<file path="src/rtl/imem_loader.sv">
// Byte-stream program loader: fills instruction memory from a framed,
// XOR-checksummed stream and holds the CPU in reset until the image verifies.
module imem_loader #(
  parameter int SIZE = 1024
) (
  input  logic        clk,
  input  logic        rst_n,
  input  logic        in_valid,
  input  logic [7:0]  in_data,
  output logic        in_ready,
  input  logic        reload,
  output logic        mem_we,
  output logic [31:0] mem_waddr,
  output logic [31:0] mem_wdata,
  output logic        cpu_rst,
  output logic        done,
  output logic        error
);

  localparam logic [2:0] S_HDR0 = 3'd0;
  localparam logic [2:0] S_HDR1 = 3'd1;
  localparam logic [2:0] S_DATA = 3'd2;
  localparam logic [2:0] S_CSUM = 3'd3;
  localparam logic [2:0] S_DONE = 3'd4;
  localparam logic [2:0] S_ERR  = 3'd5;

  localparam logic [16:0] SIZE_W = 17'(SIZE);

  logic [2:0]  state_q, state_d;
  logic [15:0] idx_q, idx_d;
  logic [15:0] cnt_q, cnt_d;
  logic [1:0]  bcnt_q, bcnt_d;
  logic [7:0]  xor_q, xor_d;
  logic [23:0] word_q, word_d;
  logic        we_q, we_d;
  logic [31:0] waddr_q, waddr_d;
  logic [31:0] wdata_q, wdata_d;
  logic        crst_q, crst_d;
  logic        done_q, done_d;
  logic        err_q, err_d;
  logic        acc;
  logic [15:0] n;

  assign in_ready = (state_q == S_HDR0) || (state_q == S_HDR1) ||
                    (state_q == S_DATA) || (state_q == S_CSUM);
  assign acc = in_valid & in_ready;
  assign n = {in_data, cnt_q[7:0]};

  always_comb begin
    state_d = state_q;
    idx_d   = idx_q;
    cnt_d   = cnt_q;
    bcnt_d  = bcnt_q;
    xor_d   = xor_q;
    word_d  = word_q;
    we_d    = 1'b0;
    waddr_d = waddr_q;
    wdata_d = wdata_q;
    crst_d  = crst_q;
    done_d  = done_q;
    err_d   = err_q;
    unique case (state_q)
      S_HDR0: begin
        if (acc) begin
          cnt_d[7:0] = in_data;
          xor_d      = xor_q ^ in_data;
          state_d    = S_HDR1;
        end
      end
      S_HDR1: begin
        if (acc) begin
          xor_d = xor_q ^ in_data;
          cnt_d = n;
          if ({1'b0, n} > SIZE_W) begin
            state_d = S_ERR;
            err_d   = 1'b1;
          end else if (n == 16'd0) begin
            state_d = S_CSUM;
          end else begin
            state_d = S_DATA;
          end
        end
      end
      S_DATA: begin
        if (acc) begin
          xor_d  = xor_q ^ in_data;
          bcnt_d = bcnt_q + 2'd1;
          // earlier bytes shift down so byte 0 lands in bits [7:0]
          word_d = {in_data, word_q[23:8]};
          if (bcnt_q == 2'd3) begin
            we_d    = 1'b1;
            waddr_d = {14'b0, idx_q, 2'b00};
            wdata_d = {in_data, word_q};
            idx_d   = idx_q + 16'd1;
            if (idx_q == cnt_q - 16'd1) state_d = S_CSUM;
          end
        end
      end
      S_CSUM: begin
        if (acc) begin
          if (in_data == xor_q) begin
            state_d = S_DONE;
            done_d  = 1'b1;
            crst_d  = 1'b0;
          end else begin
            state_d = S_ERR;
            err_d   = 1'b1;
          end
        end
      end
      S_DONE, S_ERR: begin
        if (reload) begin
          state_d = S_HDR0;
          idx_d   = 16'd0;
          bcnt_d  = 2'd0;
          xor_d   = 8'd0;
          crst_d  = 1'b1;
          done_d  = 1'b0;
          err_d   = 1'b0;
        end
      end
      default: state_d = S_HDR0;
    endcase
  end

  always_ff @(posedge clk or negedge rst_n) begin
    if (!rst_n) begin
      state_q <= S_HDR0;
      idx_q   <= '0;
      cnt_q   <= '0;
      bcnt_q  <= '0;
      xor_q   <= '0;
      word_q  <= '0;
      we_q    <= 1'b0;
      waddr_q <= '0;
      wdata_q <= '0;
      crst_q  <= 1'b1;
      done_q  <= 1'b0;
      err_q   <= 1'b0;
    end else begin
      state_q <= state_d;
      idx_q   <= idx_d;
      cnt_q   <= cnt_d;
      bcnt_q  <= bcnt_d;
      xor_q   <= xor_d;
      word_q  <= word_d;
      we_q    <= we_d;
      waddr_q <= waddr_d;
      wdata_q <= wdata_d;
      crst_q  <= crst_d;
      done_q  <= done_d;
      err_q   <= err_d;
    end
  end

  assign mem_we    = we_q;
  assign mem_waddr = waddr_q;
  assign mem_wdata = wdata_q;
  assign cpu_rst   = crst_q;
  assign done      = done_q;
  assign error     = err_q;

endmodule

</file>
<file path="config.mk">
export PLATFORM = sky130hd
export DESIGN_NAME = imem_loader
export DESIGN_NICKNAME = d
export VERILOG_FILES = /design/src/rtl/imem_loader.sv
export SDC_FILE = /design/constraint.sdc
export NUM_CORES = 1
export LEC_CHECK = 0
export ABC_AREA = 1
export BUFFER_PORTS_ARGS = -buffer_cell sky130_fd_sc_hd__buf_2
export CORE_ASPECT_RATIO = 0.75
export CORE_MARGIN = 2
export CORE_UTILIZATION = 48
export CTS_CLUSTER_DIAMETER = 80
export DETAILED_ROUTE_END_ITERATION = 10
export PLACE_DENSITY = 0.69
export SETUP_SLACK_MARGIN = 0.4
export SLEW_MARGIN = 25
export SYNTH_ARGS = -nofsm -noshare
export SYNTH_HDL_FRONTEND = slang
export SYNTH_SLANG_ARGS = --single-unit
export TNS_END_PERCENT = 100
</file>
<file path="constraint.sdc">
create_clock -name clk -period 4.5 [get_ports clk]
set_input_delay 0.9 -clock clk [delete_from_list [all_inputs] [get_ports clk]]
set_output_delay 0.9 -clock clk [all_outputs]
set_load 0.05 [all_outputs]
</file>
==> results by group, run 1 <==
Die
  • Ports: 81
  • Core Footprint: 0.01213 mm2
  • Initial Utilization: 48.59%
  • Die X: 132.0 um
  • Core Rows: 35
  • Die Area: 0.01319 mm2
  • DIE HEIGHT: 99.97 um

Yosys
  • FFs w/ async S/R, synth: 100.0%
  • Synth area leaders: dfrtp_1 51%, nand2_1 14%, o21ai_0 7.7%
  • Main flop type after synthesis: dfrtp_1
  • Cell taking the most area after synthesis: dfrtp_1
  • Synth Warn #: 0
  • Area of the mapped netlist: 0.005894 mm2
  • Top-area cell type share of the netlist area: 50.94%
  • Most instantiated cells after synthesis: 217 x nand2_1, 120 x dfrtp_1, 91 x o21ai_0
  • #FFs+latches synth: 121
  • Gate Count Post-Synth: 721
  • Mean Syn Cell Area: 8.175 um2
  • Sequential element share of the synthesized area: 51.39%
  • Post-synth EDFFs: 0
  • Netlist cell types: 39
  • Most common cell in the netlist: nand2_1

Route
  • # DRC: 0
  • Wire per inst: 15.05 um
  • Drt initial violations: 476
  • Routed WL: 14460 um
  • Drt pass-1 iters: 5
  • Via-to-Cell Ratio: 5.169
  • ANT nets after route: 0
  • Via Count: 4967

Clock tree
  • CTS H-tree depth: 4
  • Hold-fix buffers at CTS: 0
  • Postcts setup bufs: 0
  • Worst-path clk slew: 0.06 ns
  • Clock Tree Root: clkbuf_16
  • Number of buffers created by CTS: 17
  • Clk sink count: 121
  • Worst skew pair latency: 0.41 ns
  • CTS resizes: 0
  • CTS tree: built
  • Max clock buf depth: 2

Worst setup path
  • CP startpoint kind: flop
  • Critical Path AT: 3.29 ns
  • Crit end category: flop
  • CP cell instances: nor2_1, inv_2, nor2_4, nand2_4, nor2_4, clkinv_2, nor2_1, o21bai_1
  • Critical Path Max Stage Delay: 0.78 ns
  • FF-to-FF path depth: 8
  • Kind of critical path: flop to flop
  • Worst r2r src: state_q[2]
  • Flop2flop setup slack: 1.53 ns
  • WP buf/inv: 2
  • CP delay by family, top: simple AND/OR/NAND/NOR gates
  • Crit-path max FO: 82
  • Slowest-stage cell, CP: clkinv_2
  • CP required: 4.82 ns
  • R2r endpoint: idx_q[0]

Cells and area
  • P&R area growth vs syn: 16.68%
  • Nets@finish: 799
  • Fillers: 1088
  • Share of cells above drive strength 1: 15.09%
  • Ant. Diodes: 0
  • Register Area: 0.003029 mm2
  • Multi-input gate area: 0.002430 mm2

Power and ir drop
  • Leak Pwr: 3.509 nW
  • Pwr Total: 5.039 mW
  • Cell Pwr Density: 732.7 mW/mm2
  • Max rail drop VDD: 0.4217 mV

Timing
  • Final Critical Period: 2.974 ns
  • RSZ-0062 raised after global routing: no
  • Setup violators final: 0
  • Max-slew headroom: 40.43%
  • FMAX: 336.3 MHz
  • Clk_skew: 0.01597 ns
  • Slew @ Worst Pin: 0.8926 ns
  • Sum Neg Setup Slack: 0 ns
  • Final period util: 66.09%
  • Endpoints failing hold: 0
  • Max Slew Vio Count: 0

GRT
  • Total gr overflow: 0
  • Global-route wire length before repair: 24020 um
  • Total GRT Usage: 23.26%
  • Largest net degree at the start of global routing: 83
  • Vias in the first global route: 4733
  • Initial antenna violation count: 0

Place
  • Placer Congestion: 0.9268
  • Port bufs: 64
  • Post-DP HPWL: 10240 um

Min path
  • Cells on Worst Hold Path: 2
  • Hold Path End: mem_wdata[7]
  • Hold Crit Class: flop to flop
  • Worst Hold Launch: mem_wdata[7]

Status
  • Status: completed

Job
  • Max-cap violations: 0
[state kept, by name (all words and copies together), names as in the netlist]
signal,cells
bcnt_q,2
cnt_q,16
cpu_rst,1
done,1
error,1
idx_q,16
mem_waddr,16
mem_wdata,32
mem_we,1
state_q,3
word_q,24
xor_q,8
[worst max path at each step]
stage,to,from,slack [ns],depth (start not counted)
after global routing,idx_q[0],state_q[2],1.15,8
after global placement,idx_q[0],in_valid,1.66,6
after CTS,idx_q[0],state_q[2],1.91,8
after detailed placement,idx_q[0],in_valid,1.61,6
final,idx_q[0],state_q[2],1.53,8
after floorplan,xor_q[4],reload,2.47,4
[per-stage QoR]
step                      setup slack (ns)  hold WS (ns)  utilization, %  cells  area (um2)
after global routing                 1.149        0.4943           56.70    961        6878
after CTS                            1.915        0.4753           56.69    961        6877
final                                1.526        0.4755           56.70    961        6878
after floorplan                      2.471        0.4502               -    736        5951
after detailed placement             1.606        0.4560           51.88    930        6294
after global placement               1.660        0.4530           51.88    930        6294
[power by group]
part / switching (mW) / leakage, nW / internal (mW)
clock network: 0.481 / 0.279 / 0.865
registers: 0.313 / 1.60 / 1.45
logic: 1.37 / 1.63 / 0.554
total: 2.17 / 3.51 / 2.87
[logic make-up (layout without fill, tap and decap cells)]
group,Yosys count,count (layout),synth area share (%)
fa+ha+maj,4,4,0.8491
flops,121,121,51.39
simple gates,339,339,24.47
compound gates,112,112,10.25
mux,4,4,0.7641
other cells,1,16,0.06362
buf+inv,114,173,8.342
xor+xnor,26,26,3.863
[routing by layer]
| layer | track usage [%] | up-vias | wire, um |
|---|---|---|---|
| met4 | 6.773 | 0 | 203 |
| met5 | 0 | - | 0 |
| li1 | - | 2399 | - |
| met1 | 32.96 | 2374 | 6886 |
| met3 | 5.303 | 20 | 896 |
| met2 | 36.18 | 174 | 6476 |
[area by class of cell]
class                           count  area share [%]
Inverter                           75           4.111
Timing Repair Buffer               67           5.021
Tap cell                          166           3.020
Multi-Input combinational cell    501           35.33
Sequential cell                   121           44.04
Clock buffer                       19           6.294
Clock inverter                     12           2.183
[cells in the final DEF, fill, tap and decap left out, drive strengths merged, types with 4 or more instances in the layout]
master  instances
nand2         220
dfrtp         120
o21ai          94
inv            74
buf            67
nor2           60
nand3          30
clkbuf         19
conb           16
xor2           15
nor3           13
xnor2          11
a21oi           7
clkinv          7
nand4           6
nand3b          6
o31ai           5
mux2            4
ha              4
[worst reg2reg max path, cell delays in order, from the launching register on]
cell and delay (ns):
dfrtp_1 0.47, nor2_1 0.19, inv_2 0.09, nor2_4 0.13, nand2_4 0.27, nor2_4 0.40, clkinv_2 0.78, nor2_1 0.38
o21bai_1 0.17
(Power assumes the default switching activity.)
==> inputs of run 2 (changes only) <==
==> constraint.sdc (replaced) <==
create_clock -name clk -period 3 [get_ports clk]
set_input_delay 0.6 -clock clk [delete_from_list [all_inputs] [get_ports clk]]
set_output_delay 0.6 -clock clk [all_outputs]
set_load 0.05 [all_outputs]
==> run 2 against run 1 <==
Critical endpoint is now idx_q[5]; power grew 47%; critical path depth grew 3; hold slack lost 0.26 ns; die area is the same; design area is essentially flat; global-route usage shrank 0.78 points; via count grew 0.14%; fmax grew 36%; critical path type unchanged; register-to-register slack lost 0.72 ns.
==> results by group, run 2 (synthesis results as in run 1) <==
Status
  • Status: completed

Clock tree
  • Clock Tree Root: clkbuf_16
  • Hold-fix buffers at CTS: 0
  • Postcts setup bufs: 0
  • CTS H-tree depth: 4
  • Clk sink count: 121
  • Max clock buf depth: 2
  • Worst-path clk slew: 0.05 ns
  • CTS tree: built
  • Worst skew pair latency: 0.41 ns
  • CTS resizes: 0
  • Number of buffers created by CTS: 17

Die
  • Core Rows: 35
  • DIE HEIGHT: 99.97 um
  • Ports: 81
  • Die Area: 0.01319 mm2
  • Die X: 132.0 um
  • Core Footprint: 0.01213 mm2
  • Initial Utilization: 48.59%

Power and ir drop
  • Cell Pwr Density: 1078 mW/mm2
  • P_int: 4.207 mW
  • Sequential share of power: 35.5%
  • Max rail drop VDD: 0.5470 mV
  • Clock power frac: 25.5%
  • P_sw: 3.210 mW
  • Leak Pwr: 3.508 nW
  • Switching Share: 43.28%
  • Pwr Total: 7.417 mW
  • Combinational cell fraction of total power: 39.1%

Worst setup path
  • CP cell instances: nor2_1, inv_2, nor2_4, nand2_4, nand2_4, o21ai_4, inv_2, nand3_2, nor2_1, o21ai_1, a21oi_1
  • CP required: 3.33 ns
  • R2r endpoint: idx_q[5]
  • CP delay by family, top: simple AND/OR/NAND/NOR gates
  • FF-to-FF path depth: 11
  • Slowest-stage cell, CP: dfrtp_1
  • CP startpoint kind: flop
  • Critical Path Max Stage Delay: 0.45 ns
  • Worst r2r src: state_q[2]
  • Crit end category: flop
  • Crit-path max FO: 51
  • Flop2flop setup slack: 0.81 ns
  • Critical Path AT: 2.53 ns
  • CP Launch Point: state_q[2]
  • WP buf/inv: 2
  • Kind of critical path: flop to flop

Cells and area
  • Nets@finish: 801
  • Commonest non-fill, non-tap cell in the layout: nand2_1
  • Multi-input gate area: 0.002430 mm2
  • P&R area growth vs syn: 16.75%
  • Fillers: 1078
  • Ant. Diodes: 0
  • Register Area: 0.003029 mm2
  • Share of cells above drive strength 1: 15.08%
  • Most frequent cells in the layout: 217 x nand2_1, 120 x dfrtp_1, 91 x o21ai_0, 68 x inv_1, 63 x buf_2
  • Max FFs per register: 32

Route
  • Routed WL: 14030 um
  • Drt pass-1 iters: 5
  • Drt initial violations: 364
  • ANT nets after route: 0
  • # DRC: 0
  • Via Count: 4974
  • Wire per inst: 14.59 um
  • Via-to-Cell Ratio: 5.170

Place
  • Placer Congestion: 0.9533
  • Port bufs: 64
  • Post-DP HPWL: 10080 um

Timing
  • RSZ-0062 raised after global routing: no
  • Setup violators final: 0
  • Final Critical Period: 2.192 ns
  • Clk_skew: 0.008407 ns
  • Final period util: 73.08%
  • Sum Neg Setup Slack: 0 ns
  • Endpoints failing hold: 0
  • Max Slew Vio Count: 0
  • FMAX: 456.1 MHz
  • Slew @ Worst Pin: 0.6562 ns
  • Max-slew headroom: 56.25%

Min path
  • Hold Crit Class: primary input to async pin

Job
  • Max-cap violations: 0

GRT
  • Global-route wire length before repair: 23330 um
  • Initial antenna violation count: 0
  • Largest net degree at the start of global routing: 62
  • Total gr overflow: 0
  • Vias in the first global route: 4737
  • Total GRT Usage: 22.48%
run 2: worst max-delay path by stage:
stage / end / depth (start not counted)
3_5_place_dp: idx_q[5] / 11
3_3_place_gp: state_q[1] / 12
5_1_grt: idx_q[5] / 11
4_1_cts: idx_q[5] / 11
2_1_floorplan: xor_q[4] / 5
6_report: idx_q[5] / 11
run 2: cell type report:
cell class,instances,area share [%]
well taps,166,3.018
inverters,75,4.091
clock buffers,23,6.945
clock inverters,7,1.018
multi-input cells,501,35.31
flip-flops and latches,121,44.02
repair buffers,69,5.600
run 2: per-layer routing:
layer	up-vias	track usage, %	part of all wire, %
met1	2367	32.96	48
met5	-	0	0
met4	0	9.030	1.5
met3	26	4.646	6.6
li1	2396	-	-
met2	185	32.81	43
run 2: metrics by stage:
| step | hold slack [ns] | util, % | worst slack, ns | area, um2 | instances |
|---|---|---|---|---|---|
| after CTS | 0.2436 | 56.73 | 0.8609 | 6882 | 962 |
| after global routing | 0.2834 | 56.73 | 0.6108 | 6882 | 962 |
| after floorplan | 0.3044 | - | 1.172 | 5951 | 736 |
| after global placement | 0.4512 | 52.21 | 0.9638 | 6334 | 932 |
| final | 0.2194 | 56.73 | 0.8075 | 6882 | 962 |
| after detailed placement | 0.4558 | 52.21 | 0.8717 | 6334 | 932 |
run 2: power by group through the flow:
stage,sequential (mW),combinational [mW],clock [mW]
floorplan,3.22,1.58,0
global placement,2.62,2.82,0
detailed placement,2.64,2.88,0
CTS,2.62,2.90,1.91
global route,2.69,3.23,1.99
finish,2.63,2.90,1.89
==> inputs of run 3 (changes only) <==
==> constraint.sdc (replaced) <==
create_clock -name clk -period 2.1 [get_ports clk]
set_input_delay 0.42 -clock clk [delete_from_list [all_inputs] [get_ports clk]]
set_output_delay 0.42 -clock clk [all_outputs]
set_load 0.05 [all_outputs]
==> run 3 against run 2 <==
Highest routed layer unchanged; combinational power grew 71%; sequential share of layout area shrank 5.0 points; clock power grew 47%.
==> results by group, run 3 (synthesis results as in run 1) <==
GRT
  • Global-route wire length before repair: 24300 um
  • Initial antenna violation count: 0
  • Vias in the first global route: 4705
  • Total GRT Usage: 23.56%
  • Largest net degree at the start of global routing: 59
  • Total gr overflow: 0

Cells and area
  • Ant. Diodes: 0
  • Fillers: 1007
  • P&R area growth vs syn: 32.14%
  • Final Core Density: 64.21%
  • Fin cells: 1004
  • Share of cells above drive strength 1: 29.59%
  • Nets@finish: 841
  • Most frequent cells in the layout: 188 x nand2_1, 110 x dfrtp_1, 68 x o21ai_0, 63 x buf_2, 62 x inv_1
  • Commonest non-fill, non-tap cell in the layout: nand2_1
  • Max FFs per register: 32

Status
  • Status: completed

Route
  • Routed WL: 16390 um
  • Via-to-Cell Ratio: 5.230
  • ANT nets after route: 0
  • Wire per inst: 16.33 um
  • Via Count: 5251
  • # DRC: 0
  • Drt pass-1 iters: 5
  • Drt initial violations: 536

Worst setup path
  • Crit-path max FO: 4
  • Critical Path Max Stage Delay: 0.45 ns
  • CP required: 2.43 ns
  • Critical Path AT: 2.12 ns
  • Crit end category: flop
  • Kind of critical path: flop to flop
  • CP cell instances: nor2_4, inv_4, nor2_4, nand2_4, nand2_4, o21ai_4, buf_6, nor3_4, nand3_2, o21ai_1, nand2_1, nor2_1
  • CP startpoint kind: flop
  • Slowest-stage cell, CP: dfrtp_2

Timing
  • Endpoints failing hold: 0
  • Setup violators final: 0
  • Max Slew Vio Count: 0
  • Max-slew headroom: 59.74%
  • Final Critical Period: 1.788 ns
  • RSZ-0062 raised after global routing: yes
  • Final period util: 85.16%
  • Setup ws final: 0.3117 ns
  • Slew @ Worst Pin: 0.6039 ns
  • Worst Hold Margin: 0.01343 ns
  • FMAX: 559.2 MHz
  • Sum Neg Setup Slack: 0 ns
  • Clk_skew: 0.008563 ns

Clock tree
  • Hold-fix buffers at CTS: 0
  • Worst skew pair latency: 0.40 ns
  • CTS tree: built
  • Max clock buf depth: 2
  • CTS H-tree depth: 4
  • Clock Tree Root: clkbuf_16
  • Worst-path clk slew: 0.06 ns
  • Number of buffers created by CTS: 17
  • Clk sink count: 121

Die
  • Die X: 132.0 um
  • Core Rows: 35
  • Initial Utilization: 48.59%
  • Ports: 81
  • DIE HEIGHT: 99.97 um
  • Die Area: 0.01319 mm2
  • Core Footprint: 0.01213 mm2

Place
  • Place WS: 0.01364 ns
  • Cells after DPL: 938
  • Placer Congestion: 0.8908
  • Post-DP HPWL: 10450 um
  • Port bufs: 64

Min path
  • Hold Crit Class: primary input to async pin

Power and ir drop
  • P_int: 6.499 mW
  • Cell Pwr Density: 1488 mW/mm2
  • Sequential share of power: 33.3%
  • Max rail drop VDD: 0.8324 mV
  • Switching Share: 43.93%
  • Leak Pwr: 3.875 nW
  • P_sw: 5.092 mW
  • Combinational cell fraction of total power: 42.7%
  • Clock power frac: 24.0%

Job
  • Max-cap violations: 0
run 3: cell types whose count changed in the layout (fill, tap and decap cells not counted), sizes merged:
cell	before	now
inv	74	75
clkinv	3	7
buf	69	104
clkinvlp	4	3
clkbuf	23	26
run 3: metal layers:
layer | GRT usage (%) | wire length, um | up-vias
met1 | 34.60 | 7636 | 2558
met5 | 0 | 0 | -
li1 | - | - | 2487
met3 | 6.212 | 1154 | 23
met4 | 6.605 | 131 | 0
met2 | 34.62 | 7471 | 183
run 3: area by class of cell:
cell class	count	area (um2)	share of cell area [%]
multi-input cells	501	2811	36.10
clock buffers	22	474.2	6.088
repair inverters	1	8.758	0.1124
inverters	75	304.0	3.904
repair buffers	108	847.1	10.88
clock inverters	10	93.84	1.205
well taps	166	207.7	2.667
flip-flops and latches	121	3042	39.05
run 3: stage by stage:
step	instance area, um2	power, mW
final	7789	11.59
after CTS	7097	10.97
after global placement	6400	7.823
after floorplan	5959	6.870
after detailed placement	6400	7.916
after global routing	7789	12.35
run 3: what timing repair did:
action | 4_1_cts | 5_1_grt
endpoints found under the setup margin | 55 | 58
pin swaps | 5 | 10
gates resized for setup | 23 | 132
setup buffers | 9 | 17
cloned | 0 | 8
run 3: path summary, 6_finish.rpt:
kind                              start       endpoint  slack [ns]  cells past startpoint
max                          state_q[2]       idx_q[6]        0.31                     12
min                               rst_n   mem_wdata[3]        0.01                      1
max reg2reg                  state_q[2]       idx_q[6]        0.31                     12
min reg2reg                mem_wdata[5]   mem_wdata[5]        0.47                      2
max in group asynchronous         rst_n      word_q[6]        1.45                      2
min in group clk             in_data[6]  mem_wdata[30]        0.41                      3
run 3: worst max-delay path: cells and delay by family, from the launching register on:
kind            cells  cell delay (ns)
simple gates        8             0.86
flops               1             0.45
compound gates      2             0.21
buf+inv             2             0.19
run 3: power by group through the flow:
stage | Sequential, mW | Combinational (mW) | Clock [mW]
CTS | 3.75 | 4.41 | 2.82
finish | 3.86 | 4.95 | 2.78
floorplan | 4.61 | 2.26 | 0
detailed placement | 3.77 | 4.15 | 0
global route | 3.95 | 5.47 | 2.93
global placement | 3.73 | 4.09 | 0
